$ cat config.mk
export PLATFORM = sky130hd
export DESIGN_NAME = mem_bus_arbiter
export DESIGN_NICKNAME = d
export VERILOG_FILES = /design/src/rtl/mem_arb_pkg.sv /design/src/rtl/arb_timeout_counter.sv /design/src/rtl/mem_bus_arbiter.sv
export SDC_FILE = /design/constraint.sdc
export NUM_CORES = 1
export LEC_CHECK = 0
export ABC_AREA = 1
export BUFFER_PORTS_ARGS = -buffer_cell sky130_fd_sc_hd__buf_2
export CAP_MARGIN = 25
export CORE_MARGIN = 2
export CORE_UTILIZATION = 40
export CTS_CLUSTER_SIZE = 8
export DETAILED_ROUTE_END_ITERATION = 8
export PLACE_DENSITY = 0.71
export SYNTH_ARGS = -nofsm -noshare
export SYNTH_HDL_FRONTEND = slang
export SYNTH_HIERARCHICAL = 1
export SYNTH_SLANG_ARGS = --single-unit
export TNS_END_PERCENT = 50
$ cat constraint.sdc
create_clock -name clk -period 1.8 [get_ports clk]
set_input_delay 0.09 -clock clk [delete_from_list [all_inputs] [get_ports clk]]
set_output_delay 0.09 -clock clk [all_outputs]
set_load 0.01 [all_outputs]
$ cat src/rtl/mem_arb_pkg.sv
// Shared definitions for the two-master memory bus arbiter: state encoding,
// master indices, abort read-back pattern and the round-robin pick.
package mem_arb_pkg;

  typedef enum logic [1:0] {
    IDLE   = 2'd0,
    ACCESS = 2'd1,
    RESP   = 2'd2
  } arb_state_e;

  localparam logic        M_CPU        = 1'b0;
  localparam logic        M_AUX        = 1'b1;
  localparam logic [31:0] ARB_ERR_DATA = 32'hDEAD_BEEF;

  // A lone requester wins; on a tie the master that did not win last time goes.
  function automatic logic rr_pick(input logic req0, input logic req1, input logic last_win);
    logic pick;
    if (req0 && req1) begin
      pick = ~last_win;
    end else if (req1) begin
      pick = M_AUX;
    end else begin
      pick = M_CPU;
    end
    return pick;
  endfunction

endpackage

$ cat src/rtl/arb_timeout_counter.sv
// Counts stalled ACCESS cycles; expired is raised during the TIMEOUT_CYC-th
// consecutive enabled cycle so the FSM can abort on that edge.
module arb_timeout_counter #(
  parameter int TIMEOUT_CYC = 16
) (
  input  logic clk,
  input  logic rst,
  input  logic clear,
  input  logic enable,
  output logic expired
);

  localparam int CNT_W = $clog2(TIMEOUT_CYC + 1);

  logic [CNT_W-1:0] cnt_r;

  // Cycle counter: cleared on entry to ACCESS, advances while the access stalls.
  always_ff @(posedge clk) begin
    if (rst) begin
      cnt_r <= '0;
    end else if (clear) begin
      cnt_r <= '0;
    end else if (enable && !expired) begin
      cnt_r <= cnt_r + CNT_W'(1);
    end else begin
      cnt_r <= cnt_r;
    end
  end

  assign expired = enable && (cnt_r == CNT_W'(TIMEOUT_CYC - 1));

endmodule

$ cat src/rtl/mem_bus_arbiter.sv
// Round-robin arbiter giving a CPU and an auxiliary master one-at-a-time access
// to the memory bus. Define MEM_ARB_TIMEOUT_EN to abort accesses that stall.
module mem_bus_arbiter
  import mem_arb_pkg::*;
#(
  parameter int ADDR_W      = 32,
  parameter int DATA_W      = 32,
  parameter int TIMEOUT_CYC = 16
) (
  input  logic              clk,
  input  logic              rst,
  input  logic              m0_req,
  input  logic              m0_we,
  input  logic [ADDR_W-1:0] m0_addr,
  input  logic [DATA_W-1:0] m0_wdata,
  output logic [DATA_W-1:0] m0_rdata,
  output logic              m0_ack,
  output logic              m0_err,
  input  logic              m1_req,
  input  logic              m1_we,
  input  logic [ADDR_W-1:0] m1_addr,
  input  logic [DATA_W-1:0] m1_wdata,
  output logic [DATA_W-1:0] m1_rdata,
  output logic              m1_ack,
  output logic              m1_err,
  output logic [ADDR_W-1:0] bus_addr,
  output logic [DATA_W-1:0] bus_wdata,
  output logic              bus_re,
  output logic              bus_we,
  input  logic [DATA_W-1:0] bus_rdata,
  input  logic              bus_ready,
  output logic              owner
);

  arb_state_e        state_r, state_nxt_s;
  logic              last_win_r;
  logic              owner_r;
  logic              we_r;
  logic [ADDR_W-1:0] bus_addr_r;
  logic [DATA_W-1:0] bus_wdata_r;
  logic              bus_re_r, bus_we_r;
  logic [DATA_W-1:0] m0_rdata_r, m1_rdata_r;
  logic              m0_ack_r, m1_ack_r;

  logic              grant_s, start_s, done_s, abort_s, timeout_s;
  logic              sel_we_s;
  logic [ADDR_W-1:0] sel_addr_s;
  logic [DATA_W-1:0] sel_wdata_s;

  // State register.
  always_ff @(posedge clk) begin
    if (rst) begin
      state_r <= IDLE;
    end else begin
      state_r <= state_nxt_s;
    end
  end

  // Next-state, grant selection and transfer start/finish strobes.
  always_comb begin
    state_nxt_s = state_r;
    start_s     = 1'b0;
    done_s      = 1'b0;
    abort_s     = 1'b0;
    grant_s     = rr_pick(m0_req, m1_req, last_win_r);
    sel_we_s    = (grant_s == M_AUX) ? m1_we    : m0_we;
    sel_addr_s  = (grant_s == M_AUX) ? m1_addr  : m0_addr;
    sel_wdata_s = (grant_s == M_AUX) ? m1_wdata : m0_wdata;
    case (state_r)
      IDLE: begin
        if (m0_req || m1_req) begin
          state_nxt_s = ACCESS;
          start_s     = 1'b1;
        end else begin
          state_nxt_s = IDLE;
        end
      end
      ACCESS: begin
        // A slave answer in the last allowed cycle still wins over the abort.
        if (bus_ready) begin
          state_nxt_s = RESP;
          done_s      = 1'b1;
        end else if (timeout_s) begin
          state_nxt_s = RESP;
          done_s      = 1'b1;
          abort_s     = 1'b1;
        end else begin
          state_nxt_s = ACCESS;
        end
      end
      RESP: begin
        state_nxt_s = IDLE;
      end
      default: begin
        state_nxt_s = IDLE;
      end
    endcase
  end

  // Request latch, bus strobes, per-master read data and acknowledge pulses.
  always_ff @(posedge clk) begin
    if (rst) begin
      last_win_r  <= M_AUX;
      owner_r     <= M_CPU;
      we_r        <= 1'b0;
      bus_addr_r  <= '0;
      bus_wdata_r <= '0;
      bus_re_r    <= 1'b0;
      bus_we_r    <= 1'b0;
      m0_rdata_r  <= '0;
      m1_rdata_r  <= '0;
      m0_ack_r    <= 1'b0;
      m1_ack_r    <= 1'b0;
    end else begin
      if (start_s) begin
        last_win_r  <= grant_s;
        owner_r     <= grant_s;
        we_r        <= sel_we_s;
        bus_addr_r  <= sel_addr_s;
        bus_wdata_r <= sel_wdata_s;
        bus_re_r    <= ~sel_we_s;
        bus_we_r    <= sel_we_s;
      end else if (done_s) begin
        bus_re_r <= 1'b0;
        bus_we_r <= 1'b0;
      end
      m0_ack_r <= done_s && (owner_r == M_CPU);
      m1_ack_r <= done_s && (owner_r == M_AUX);
      // Only the owner's read data moves; writes leave it untouched unless aborted.
      if (done_s && (owner_r == M_CPU)) begin
        if (abort_s) begin
          m0_rdata_r <= DATA_W'(ARB_ERR_DATA);
        end else if (!we_r) begin
          m0_rdata_r <= bus_rdata;
        end
      end
      if (done_s && (owner_r == M_AUX)) begin
        if (abort_s) begin
          m1_rdata_r <= DATA_W'(ARB_ERR_DATA);
        end else if (!we_r) begin
          m1_rdata_r <= bus_rdata;
        end
      end
    end
  end

`ifdef MEM_ARB_TIMEOUT_EN
  logic m0_err_r, m1_err_r;

  arb_timeout_counter #(
    .TIMEOUT_CYC(TIMEOUT_CYC)
  ) u_timeout (
    .clk    (clk),
    .rst    (rst),
    .clear  (start_s),
    .enable (state_r == ACCESS),
    .expired(timeout_s)
  );

  // Error flags accompany the abort acknowledge for exactly one cycle.
  always_ff @(posedge clk) begin
    if (rst) begin
      m0_err_r <= 1'b0;
      m1_err_r <= 1'b0;
    end else begin
      m0_err_r <= abort_s && (owner_r == M_CPU);
      m1_err_r <= abort_s && (owner_r == M_AUX);
    end
  end

  assign m0_err = m0_err_r;
  assign m1_err = m1_err_r;
`else
  assign timeout_s = 1'b0;
  assign m0_err    = 1'b0;
  assign m1_err    = 1'b0;
`endif

  assign m0_rdata  = m0_rdata_r;
  assign m1_rdata  = m1_rdata_r;
  assign m0_ack    = m0_ack_r;
  assign m1_ack    = m1_ack_r;
  assign bus_addr  = bus_addr_r;
  assign bus_wdata = bus_wdata_r;
  assign bus_re    = bus_re_r;
  assign bus_we    = bus_we_r;
  assign owner     = owner_r;

endmodule

* After elaboration in Yosys (flattened, before gate mapping)
Index checks and enable logic that the tools add are counted.
** Cells by class
- $lt $le $gt $ge :: 0
- $add $sub $neg :: 0
- Bitwise operators :: 4
- Shift operators :: 0
- Multipliers :: 0
- Reduce and logical (&&, ||, !) cells :: 8
- Div/mod/pow operators :: 0
- Mux-type cells :: 15
- Equality and inequality tests :: 1
** Operator list (count)
- $mux 32 :: 2
- $mux 1 :: 11
- $not 1->1 :: 4
- $pmux 2 s2 :: 1
- $reduce_and 2->1 :: 2
- $logic_and 1x1->1 :: 3
- $eq 2x1->1 const B :: 1
- $logic_not 2->1 :: 1
- $mux 2 :: 1
- $reduce_bool 2->1 :: 1
- $logic_or 1x1->1 :: 1
** Storage, ports and cells
- Word-level logic and storage cells :: 40
- Flip-flop bits (word level) :: 137
- Memories kept :: 0
- RAM bits :: 0
- Memory bits (read-only) :: 0
- Bits in latches :: 0

* Depth between registers and ports, before layout
Gate-level depths: netlist (run 1).
- Word-level depth :: 5
- Mapped depth :: 8

* Worst setup path before layout (run 1)
OpenSTA, ideal clock, no wires.
- Kind :: flip-flop to flip-flop
- Start :: register owner_r, in the netlist owner
- End :: register m0_rdata_r[3], in the netlist m0_rdata[3]
- Period minus slack after synthesis :: 1.164 ns
- Data arrival time :: 1.046 ns
- Slack :: 0.636 ns
- Setup time :: 0.118 ns
- Stages on the path, launching flop included :: 7
- Data required time :: 1.682 ns
- Cell sequence :: dfxtp_1 inv_1 nand2_1 nor2_4 buf_2 o21ai_0 nor2_1
** Between the ends
- Cells in the longest elaborated chain, start to end :: 3
** Ends and longest elaborated chain
- start: declaration :: line mem_bus_arbiter.sv:37 : logic owner_r;
- start signal: assignment :: line mem_bus_arbiter.sv:117 : owner_r <= grant_s;
- $not 1->1 :: line mem_bus_arbiter.sv:130 : if (done_s && (owner_r == M_CPU)) begin
- $logic_and 1x1->1 :: line mem_bus_arbiter.sv:130
- $reduce_and 2->1 (no line)
- end signal: assignment :: line mem_bus_arbiter.sv:132 : m0_rdata_r <= DATA_W'(ARB_ERR_DATA);
- end signal: assignment :: line mem_bus_arbiter.sv:134 : m0_rdata_r <= bus_rdata;
- end: declaration :: line mem_bus_arbiter.sv:42 : logic [DATA_W-1:0] m0_rdata_r, m1_rdata_r;
No other way between the ends.
A chain may end at the register's enable or synchronous reset.

* Final worst setup path (run 1)
- Start :: register state_r[1]
- End :: register bus_wdata_r[16], in the netlist bus_wdata[16]
** Between the ends
- Cells in the longest elaborated chain, start to end :: 2
** Ends and longest elaborated chain
- start: declaration :: line mem_bus_arbiter.sv:35 : arb_state_e state_r, state_nxt_s;
- start signal: assignment :: line mem_bus_arbiter.sv:55 : state_r <= state_nxt_s;
- $logic_not 2->1 :: line mem_bus_arbiter.sv:69 : case (state_r)
- $mux 1 :: line mem_bus_arbiter.sv:69
- end signal: assignment :: line mem_bus_arbiter.sv:120 : bus_wdata_r <= sel_wdata_s;
- end: declaration :: line mem_bus_arbiter.sv:40 : logic [DATA_W-1:0] bus_wdata_r;
No other way between the ends.

==> results of run 1 <==
[synth_stat cells (2+ instances only)]
cell type,n
buf_6,9
nor2_4,3
nor3_2,10
o21ai_1,28
clkbuf_1,23
inv_1,70
inv_2,2
dfxtp_1,137
nor3_1,56
nand2_1,141
nand3_1,5
nor2_1,262
o21ai_0,100
buf_2,20
buf_4,10
a21oi_1,3
[kinds of logic after synthesis]
logic type	Yosys count	synth area share, %
AND/OR/NAND/NOR	479	32.9
flip-flops	137	45.6
buffers and inverters	135	10.6
AO/OA/AOI/OAI	131	10.9
other	1	0.0623
[cell type report]
cell class	instances	area, sq um	area share [%]
well taps	184	230	2.52
clock buffers	18	429	4.69
inverters	72	270	2.96
diodes	1	2.50	0.0274
clock inverters	14	151	1.66
repair buffers	411	2670	29.2
flip-flops and latches	137	2740	30.0
multi-input cells	612	2650	29.0
[tightest hold or removal path: cells and delay by family]
family / cells / cell delay [ns]
buf+inv: 2 / 0.13
simple gates: 3 / 0.17
[through the flow]
step,utilization [%],instances,worst slack (ns)
after floorplan,-,884,0.636
after global placement,52.3,1324,0.361
after detailed placement,52.3,1324,0.332
after CTS,62.6,1448,0.307
after global routing,62.7,1449,0.199
final,62.7,1449,0.315
[state kept, by name (all words and copies together) (netlist names)]
name,count
m1_rdata,32
state_r,2
bus_we,1
m0_rdata,32
we_r,1
bus_re,1
m1_ack,1
last_win_r,1
bus_addr,32
m0_ack,1
bus_wdata,32
owner,1
[power breakdown]
group	total (uW)	switching, uW	leakage, uW	internal [uW]
clock	3430	1380	0.000269	2040
sequential	3410	124	0.00113	3290
combinational	1700	960	0.00355	743
[metal layers]
| metal | GRT usage, % | part of all wire, % |
|---|---|---|
| met3 | 6.37 | 6.2 |
| met1 | 28.0 | 42 |
| met5 | 0 | 0 |
| met4 | 11.6 | 4.0 |
| met2 | 38.3 | 48 |
[worst min path at each step]
stage                               end  slack (ns)  cells after the start
after CTS                   bus_addr[7]       0.001                      5
after floorplan                  bus_re        0.16                      1
after global placement     m0_rdata[22]        0.34                      3
final                      bus_wdata[8]        0.02                      5
after global routing      bus_wdata[22]        0.01                      5
after detailed placement   m0_rdata[15]        0.34                      3
==> key figures, run 1 <==
Die
  • DIE WIDTH: 127 um
  • Top Ports: a little over 300
  • Core Footprint: roughly 15,000 sq um
  • Die height: approximately 130 um
  • Starting Density: 41.2%
  • Rows: 44
  • Die area: ~16,000 sq um

Synthesis
  • Top-area cell type share of the netlist area: between 40% and 50%
  • Most used DFF post-synth: dfxtp_1
  • Syn Area/Cell: 6.81 sq um
  • Register area share after synthesis: a little under half
  • Yosys warns: 6
  • Yosys top cell by area: dfxtp_1
  • Async SR Flop Fraction: 0%
  • Cell area after synthesis: 6020 sq um
  • Post-Synthesis Cells: a little under 900
  • Synth unique cells: 20
  • Synth Register Bits: around 140
  • Area contributors post-synth: dfxtp_1, nor2_1, nand2_1
  • Number of synthesized flops with an enable pin: 0

Route
  • Mean routed wirelength per cell: 13.3 um
  • Vias per cell: roughly 4.7
  • DRT antenna net count: 0
  • Initial drt markers: approximately 470
  • First-pass detailed-route iteration total: 6
  • Vias: about 7,000
  • DRC: 0
  • Routed WL: roughly 19 mm

Clocking
  • Clock buffer depth: 2
  • TritonCTS Buffers: 17
  • # hold bufs at CTS: around 90
  • TritonCTS clock tree: yes
  • Worst skew pair latency: between 0.4 and 0.5 ns
  • Post-cts sizing count: 0
  • Reg clk slew, reported paths: roughly 0.06 ns
  • Root Buffer: clkbuf_16
  • Htree depth: 4
  • Clk sinks: roughly 140
  • Setup Buffers After CTS: 0

Final layout
  • Share of post-route cells with drive strength above 1: ~29%
  • Most common cell after layout, fill and taps aside: buf_2
  • Layout Nets: between 1,000 and 1,500
  • Synth-to-Final Area Change: 52.0%
  • Final instance area: 9140 sq um
  • Fill count: around 1,300
  • Most frequent cells in the layout: buf_2, nor2_1, nand2_1, dfxtp_1, o21ai_0

Timing
  • Setup TNS Final: 0 ns
  • Slew Viols, Final: 0
  • Clock skew: between 0.007 and 0.008 ns
  • Worst Tran Pin Value: around 0.57 ns
  • Worst slew margin: 61.9%
  • Fin. Hold Viols: 0
  • Minimum clock period after layout: approximately 1.5 ns
  • Final setup viols: 0
  • Fmax: between 600 and 700 MHz
  • Hold Slack: approximately 0.020 ns
  • Unrepaired setup endpoints after global routing: no
  • Final worst path period share: slightly above 80%

Worst setup path
  • Critical path fanouts, max: 33
  • Crit path depth: 7
  • Worst Setup EP: bus_wdata[16]
  • Setup crit end kind: flop
  • Reg2Reg Depth: 7
  • Crit start category: flop
  • Worst Path Arrival: 1.79 ns
  • Worst R2R End: bus_wdata[16]
  • Critical path type: reg2reg
  • Top Family by Delay on Critical Path: simple AND/OR/NAND/NOR gates
  • Critical path's largest stage delay: 0.37 ns
  • Critical R2R Launch: state_r[1]
  • Critical-path top delay cell: nor2_4
  • Crit path cell chain: inv_2 > nand2_1 > nor2_4 > buf_12 > nand2_1 > nor2_1 > nor2_1
  • WP buf/inv: 2
  • Crit path launch: state_r[1]
  • WP data required: around 2.1 ns
  • Reg2Reg Setup Slack: ~0.31 ns

Place
  • IO Port Bufs: around 300
  • Dpl cell area: ~7600 sq um
  • HPWL after DPL: approximately 12 mm
  • RePlAce Congestion: approximately 0.87

Power
  • PwrDens: 934 nW/um^2
  • Maximum vdd drop: 0.706 mV
  • Pleak: between 0.004 and 0.005 uW
  • Total power: around 8500 uW

Min path
  • Worst min-delay path startpoint: m1_wdata[8]
  • Worst min path class: in2reg

Global routing
  • Initial antenna violation count: 1
  • Grt ovf: 0
  • Largest net degree at the start of global routing: 64
  • Number of global-route vias before repair: roughly 6,400
  • Global Route Usage Sum: 23.3%
  • Global-route wire length before repair: ~30 mm

Job
  • Max_cap viols: 0

Outcome
  • Status: complete, no violations
No activity file was read; power rests on OpenSTA's default activity.
==> run 2, diff against run 1 <==
==> constraint.sdc (replaced) <==
create_clock -name clk -period 1.49 [get_ports clk]
set_input_delay 0.0745 -clock clk [delete_from_list [all_inputs] [get_ports clk]]
set_output_delay 0.0745 -clock clk [all_outputs]
set_load 0.01 [all_outputs]
==> run 2 against run 1 <==
  * First-iteration DRC count decreased by 16%
  * Via count is 2.5% higher
  * Cell area is 2.2% higher
  * Wire length is 2.0% higher
  * Non-clock buffer count up 15
  * Clock-buffer cell count grew 7
  * Cell count grew 1.0%
  * Combinational power is 25% higher
  * Sequential share of layout area decreased by 0.65 points
  * Critical path type unchanged
  * Largest cell class is now non-clock buffers
  * Highest routed layer unchanged
==> key figures, run 2 (same netlist as run 1, synthesis figures left out) <==
Place
  • RePlAce Congestion: 0.848 (was 0.869)
  • Dpl cell area: 7680 sq um (was 7640 sq um)
  • IO Port Bufs: 299 (unchanged)
  • HPWL after DPL: 12.4 mm (was 12.3 mm)

Timing
  • Hold Slack: 0.0100 ns (was 0.0197 ns)
  • Setup TNS Final: 0 ns (unchanged)
  • Final worst path period share: 88.8% (was 82.5%)
  • Unrepaired setup endpoints after global routing: no (unchanged)
  • Fin. Hold Viols: 0 (unchanged)
  • Fmax: 756 MHz (was 673 MHz)
  • Slew Viols, Final: 0 (unchanged)
  • Minimum clock period after layout: 1.32 ns (was 1.49 ns)
  • Clock skew: 0.00989 ns (was 0.00775 ns)
  • Final setup viols: 0 (unchanged)

Worst setup path
  • Crit path launch: state_r[0] (was state_r[1])
  • Critical-path top delay cell: dfxtp_1 (was nor2_4)
  • Crit path cell chain: inv_2 > nand2_1 > nor2_4 > buf_12 > buf_12 > o21ai_0 > nor2_1 (was inv_2 > nand2_1 > nor2_4 > buf_12 > nand2_1 > nor2_1 > nor2_1)
  • Worst Path Arrival: 1.62 ns (was 1.79 ns)
  • WP buf/inv: 3 (was 2)
  • Critical R2R Launch: state_r[0] (was state_r[1])
  • Critical path type: reg2reg (unchanged)
  • Top Family by Delay on Critical Path: flip-flops (was simple AND/OR/NAND/NOR gates)
  • Most common cell on crit path: buf_12
  • Critical path fanouts, max: 32 (was 33)
  • WP data required: 1.79 ns (was 2.10 ns)
  • Setup crit end kind: flop (unchanged)
  • Crit start category: flop (unchanged)
  • Critical path's largest stage delay: 0.42 ns (was 0.37 ns)

Clocking
  • Htree depth: 4 (unchanged)
  • Clock buffer depth: 2 (unchanged)
  • Worst skew pair latency: 0.41 ns (about the same)
  • Clk sinks: 137 (unchanged)
  • TritonCTS clock tree: yes (unchanged)
  • Root Buffer: clkbuf_16 (unchanged)
  • Reg clk slew, reported paths: 0.06 ns (about the same)
  • TritonCTS Buffers: 17 (unchanged)

Die
  • Die height: 127 um (unchanged)
  • Core Footprint: 14,600 sq um (unchanged)
  • Top Ports: 302 (unchanged)
  • Die area: 16,000 sq um (unchanged)
  • Starting Density: 41.2% (unchanged)
  • DIE WIDTH: 127 um (unchanged)
  • Rows: 44 (unchanged)

Global routing
  • Global-route wire length before repair: 31.8 mm (was 30.4 mm)
  • Global Route Usage Sum: 24.4% (was 23.3%)
  • Grt ovf: 0 (unchanged)
  • Largest net degree at the start of global routing: 66 (was 64)
  • Number of global-route vias before repair: 6,770 (was 6,390)
  • Initial antenna violation count: 2 (was 1)

Final layout
  • Share of post-route cells with drive strength above 1: 28.6% (was 29.1%)
  • Final core utilization: 64.0% (was 62.7%)
  • Fill count: 1,241 (was 1,262)
  • Layout Nets: 1,433 (was 1,418)
  • Most common cell after layout, fill and taps aside: buf_2 (unchanged)
  • Most frequent cells in the layout: buf_2, nor2_1, nand2_1, dfxtp_1, dlygate4sd3_1 (was buf_2, nor2_1, nand2_1, dfxtp_1, o21ai_0)
  • Synth-to-Final Area Change: 55.3% (was 52.0%)
  • Final instance area: 9340 sq um (was 9140 sq um)
  • Storage cell area: 2740 sq um (unchanged)
  • Area of the multi-input gates: 2650 sq um (unchanged)

Route
  • Routed WL: 19.6 mm (was 19.2 mm)
  • Mean routed wirelength per cell: 13.4 um (was 13.3 um)
  • First-pass detailed-route iteration total: 5 (was 6)
  • Vias: 6,974 (was 6,803)
  • Vias per cell: 4.76 (was 4.69)
  • DRT antenna net count: 0 (unchanged)
  • DRC: 0 (unchanged)
  • Initial drt markers: 392 (was 469)

Outcome
  • Status: complete, no violations (unchanged)

Min path
  • Worst min path class: in2reg (unchanged)
  • Worst min-delay path startpoint: m1_wdata[28] (was m1_wdata[8])

Power
  • Maximum vdd drop: 0.773 mV (was 0.706 mV)
  • Total power: 10,300 uW (was 8540 uW)
  • PwrDens: 1100 nW/um^2 (was 934 nW/um^2)
  • Pleak: 0.00503 uW (was 0.00494 uW)

Job
  • Max_cap viols: 0 (unchanged)
-- run 2: changes by cell type in the layout (fill, tap and decap cells not counted) --
| cell | delta |
|---|---|
| diode_2 | +1 |
| clkbuf_1 | +1 |
| buf_12 | +4 |
| clkinv_4 | -4 |
| inv_6 | -1 |
| clkinvlp_4 | -2 |
| buf_4 | -5 |
| dlygate4sd3_1 | +16 |
| clkbuf_8 | +6 |
| bufinv_16 | -1 |
-- run 2: through the flow --
stage	std cells	setup slack, ns
after CTS	1462	0.162
after floorplan	884	0.326
final	1464	0.166
after global placement	1323	0.203
after detailed placement	1323	0.200
after global routing	1464	0.0521
-- run 2: power by group --
| part | switching [uW] | internal (uW) | leakage (uW) |
|---|---|---|---|
| Combinational | 1170 | 948 | 0.00363 |
| Clock | 1510 | 2550 | 0.000277 |
| Sequential | 149 | 3970 | 0.00113 |
-- run 2: final timing paths --
kind	endpoint	slack, ns	depth (start not counted)
min reg2reg	last_win_r	0.46	2
max reg2reg	bus_addr[4]	0.17	7
max	bus_addr[4]	0.17	7
min	bus_wdata[28]	0.01	5
-- run 2: layer usage --
layer / GRT usage, % / wire, um
met5: 0 / 0
met4: 14.7 / 981
met3: 6.83 / 1180
met2: 40.9 / 9460
met1: 27.6 / 8010
-- run 2: layout make-up --
| class | count | share of cell area (%) |
|---|---|---|
| Sequential cell | 137 | 29.4 |
| Timing Repair Buffer | 426 | 30.7 |
| Clock inverter | 6 | 0.670 |
| Inverter | 72 | 2.89 |
| Antenna cell | 2 | 0.0536 |
| Clock buffer | 25 | 5.52 |
| Multi-Input combinational cell | 612 | 28.3 |
| Tap cell | 184 | 2.46 |
-- run 2: repair_timing --
action	in CTS	in global routing
hold buffers	108	0
resized for setup	0	0
buffers inserted	0	0
hold endpoints to repair	131	0
-- run 2: tightest hold or removal path, cell delays in order --
cell,delay (ns)
buf_2,0.07
inv_1,0.03
nor2_1,0.08
nor2_1,0.05
nor2_1,0.08
==> run 3, diff against run 2 <==
==> constraint.sdc (replaced) <==
create_clock -name clk -period 1.3 [get_ports clk]
set_input_delay 0.065 -clock clk [delete_from_list [all_inputs] [get_ports clk]]
set_output_delay 0.065 -clock clk [all_outputs]
set_load 0.005 [all_outputs]
==> run 3 against run 2 <==
  * Register-to-register slack got worse by 0.21 ns
  * Setup slack got worse by 0.21 ns
  * Sequential power is 15% higher
  * Largest power group unchanged
  * Non-clock buffer count up 39
  * Fmax is 1.7% lower
  * Flip-flop and latch count unchanged
  * Clock-buffer cell count is 8 lower
  * First-iteration DRC count is 37% higher
  * The flow now finishes with violations (negative hold slack, negative setup slack)
  * Clock skew shrank 0.0012 ns
==> key figures, run 3 (same netlist as run 1, synthesis figures left out) <==
Final layout
  • Most common cell after layout, fill and taps aside: buf_2 (unchanged)
  • Most frequent cells in the layout: buf_2, nor2_1, dfxtp_1, nand2_1, dlygate4sd3_1 (was buf_2, nor2_1, nand2_1, dfxtp_1, dlygate4sd3_1)
  • Non-filler cells, final: 1,503 (was 1,464)
  • Fill count: 1,077 (was 1,241)
  • Share of post-route cells with drive strength above 1: 32.9% (was 28.6%)
  • Synth-to-Final Area Change: 66.8% (was 55.3%)
  • Layout Nets: 1,472 (was 1,433)
  • Final instance area: 10,000 sq um (was 9340 sq um)

Place
  • HPWL after DPL: 12.3 mm (was 12.4 mm)
  • IO Port Bufs: 299 (unchanged)
  • RePlAce Congestion: 0.919 (was 0.848)
  • Placed insts: 1,327 (was 1,323)
  • Dpl cell area: 7760 sq um (was 7680 sq um)

Die
  • Core Footprint: 14,600 sq um (unchanged)
  • Top Ports: 302 (unchanged)
  • Die height: 127 um (unchanged)
  • Die area: 16,000 sq um (unchanged)
  • Starting Density: 41.2% (unchanged)
  • DIE WIDTH: 127 um (unchanged)
  • Rows: 44 (unchanged)

Clocking
  • Worst skew pair latency: 0.41 ns (about the same)
  • TritonCTS clock tree: yes (unchanged)
  • Clk sinks: 137 (unchanged)
  • Htree depth: 4 (unchanged)
  • Clock buffer depth: 2 (unchanged)
  • Reg clk slew, reported paths: 0.06 ns (about the same)
  • TritonCTS Buffers: 17 (unchanged)
  • Root Buffer: clkbuf_16 (unchanged)

Timing
  • Final setup viols: 3 (was 0)
  • Minimum clock period after layout: 1.35 ns (was 1.32 ns)
  • Hold Slack: -0.0129 ns (was 0.0100 ns)
  • Fin. Hold Viols: 1 (was 0)
  • Slew Viols, Final: 0 (unchanged)
  • Unrepaired setup endpoints after global routing: yes (was no)
  • Final WS setup: -0.0471 ns (was 0.166 ns)
  • Fmax: 742 MHz (was 756 MHz)
  • Clock skew: 0.00869 ns (was 0.00989 ns)
  • Final worst path period share: 104% (was 88.8%)

Global routing
  • Number of global-route vias before repair: 6,795 (was 6,770)
  • Grt ovf: 0 (unchanged)
  • Largest net degree at the start of global routing: 79 (was 66)
  • Initial antenna violation count: 1 (was 2)
  • Global Route Usage Sum: 23.9% (was 24.4%)
  • Global-route wire length before repair: 31.5 mm (was 31.8 mm)

Worst setup path
  • Setup crit end kind: flop (unchanged)
  • Critical path fanouts, max: 5 (was 32)
  • Reg2Reg Depth: 9 (was 7)
  • Crit path launch: state_r[0] (unchanged)
  • Crit start category: flop (unchanged)
  • Critical-path top delay cell: dfxtp_4 (was dfxtp_1)
  • Reg2Reg Setup Slack: -0.05 ns (was 0.17 ns)
  • Critical path's largest stage delay: 0.35 ns (was 0.42 ns)
  • Critical R2R Launch: state_r[0] (unchanged)
  • Worst R2R End: bus_wdata[3] (was bus_addr[4])
  • WP data required: 1.59 ns (was 1.79 ns)
  • Worst Setup EP: bus_wdata[3] (was bus_addr[4])
  • Worst Path Arrival: 1.64 ns (was 1.62 ns)
  • Crit path cell chain: inv_2 > nand2_2 > nor2_4 > buf_12 > clkbuf_16 > clkbuf_16 > nand2_2 > nor2_2 > nor2_1 (was inv_2 > nand2_1 > nor2_4 > buf_12 > buf_12 > o21ai_0 > nor2_1)
  • Critical path type: reg2reg (unchanged)

Route
  • Routed WL: 21.5 mm (was 19.6 mm)
  • Vias per cell: 4.84 (was 4.76)
  • First-pass detailed-route iteration total: 5 (unchanged)
  • Vias: 7,281 (was 6,974)
  • DRT antenna net count: 0 (unchanged)
  • Initial drt markers: 537 (was 392)
  • Mean routed wirelength per cell: 14.3 um (was 13.4 um)
  • DRC: 0 (unchanged)

Power
  • Pleak: 0.00529 uW (was 0.00503 uW)
  • PwrDens: 1220 nW/um^2 (was 1100 nW/um^2)
  • Total power: 12,200 uW (was 10,300 uW)
  • Maximum vdd drop: 0.877 mV (was 0.773 mV)

Outcome
  • Failing checks: negative hold slack, negative setup slack
  • Status: finished, violations left (was complete, no violations)

Min path
  • Worst min path class: in2reg (unchanged)
  • Worst hold path depth: 5 (unchanged)

Job
  • Max_cap viols: 0 (unchanged)
## run 3: changes by cell type in the layout (fill, tap and decap cells not counted), sizes merged
| cell | delta |
|---|---|
| buf | +18 |
| clkinvlp | +2 |
| dlygate4sd3 | +14 |
| clkinv | +5 |
| diode | -1 |
| inv | +1 |
| clkbuf | -1 |
| bufinv | +1 |
## run 3: where the power goes
group	total, uW	internal, uW	switching [uW]
logic	2780	1390	1390
registers	4730	4550	184
clock network	4730	2820	1910
## run 3: timing repair
item / 4_1_cts / 5_1_grt
resized for setup: 0 / 85
setup buffers: 0 / 13
setup endpoints to repair: 0 / 128
hold endpoints to repair: 133 / 3
hold buffers: 119 / 3
## run 3: cell type report
type | instances | area, sq um | share of cell area (%)
Clock inverter | 15 | 153 | 1.52
Timing Repair Buffer | 465 | 3410 | 33.9
Clock buffer | 17 | 425 | 4.24
Multi-Input combinational cell | 612 | 2800 | 27.9
Sequential cell | 137 | 2750 | 27.4
Inverter | 72 | 270 | 2.69
Antenna cell | 1 | 2.50 | 0.0249
Tap cell | 184 | 230 | 2.29
## run 3: worst min path at each step
stage	from	endpoint	slack, ns
6_report	m1_wdata[16]	bus_wdata[16]	-0.01
3_5_place_dp	bus_rdata[23]	m0_rdata[23]	0.32
5_1_grt	m1_wdata[0]	bus_wdata[0]	0.01
3_3_place_gp	bus_rdata[22]	m0_rdata[22]	0.31
4_1_cts	m1_addr[16]	bus_addr[16]	0.0003
2_1_floorplan	rst	bus_re	0.13
## run 3: through the flow
stage               TNS, ns  worst slack, ns  utilization [%]
finish               -0.101          -0.0471             68.8
global route          -3.05          -0.0891             68.8
detailed placement        0           0.0274             53.2
CTS                       0           0.0125             65.3
floorplan                 0            0.149                -
global placement          0           0.0317             53.2
## run 3: layer usage
metal | part of all wire (%) | vias to the layer above | GRT usage, %
met2 | 48 | 333 | 40.5
met4 | 4.6 | 0 | 11.3
met3 | 7.7 | 74 | 6.45
li1 | - | 3601 | -
met5 | 0 | - | 0
met1 | 39 | 3273 | 27.9
## run 3: critical path, delay by kind of cell (launching register included)
family	cells	cell delay [ns]
buf+inv	4	0.49
simple gates	5	0.40
flops	1	0.35
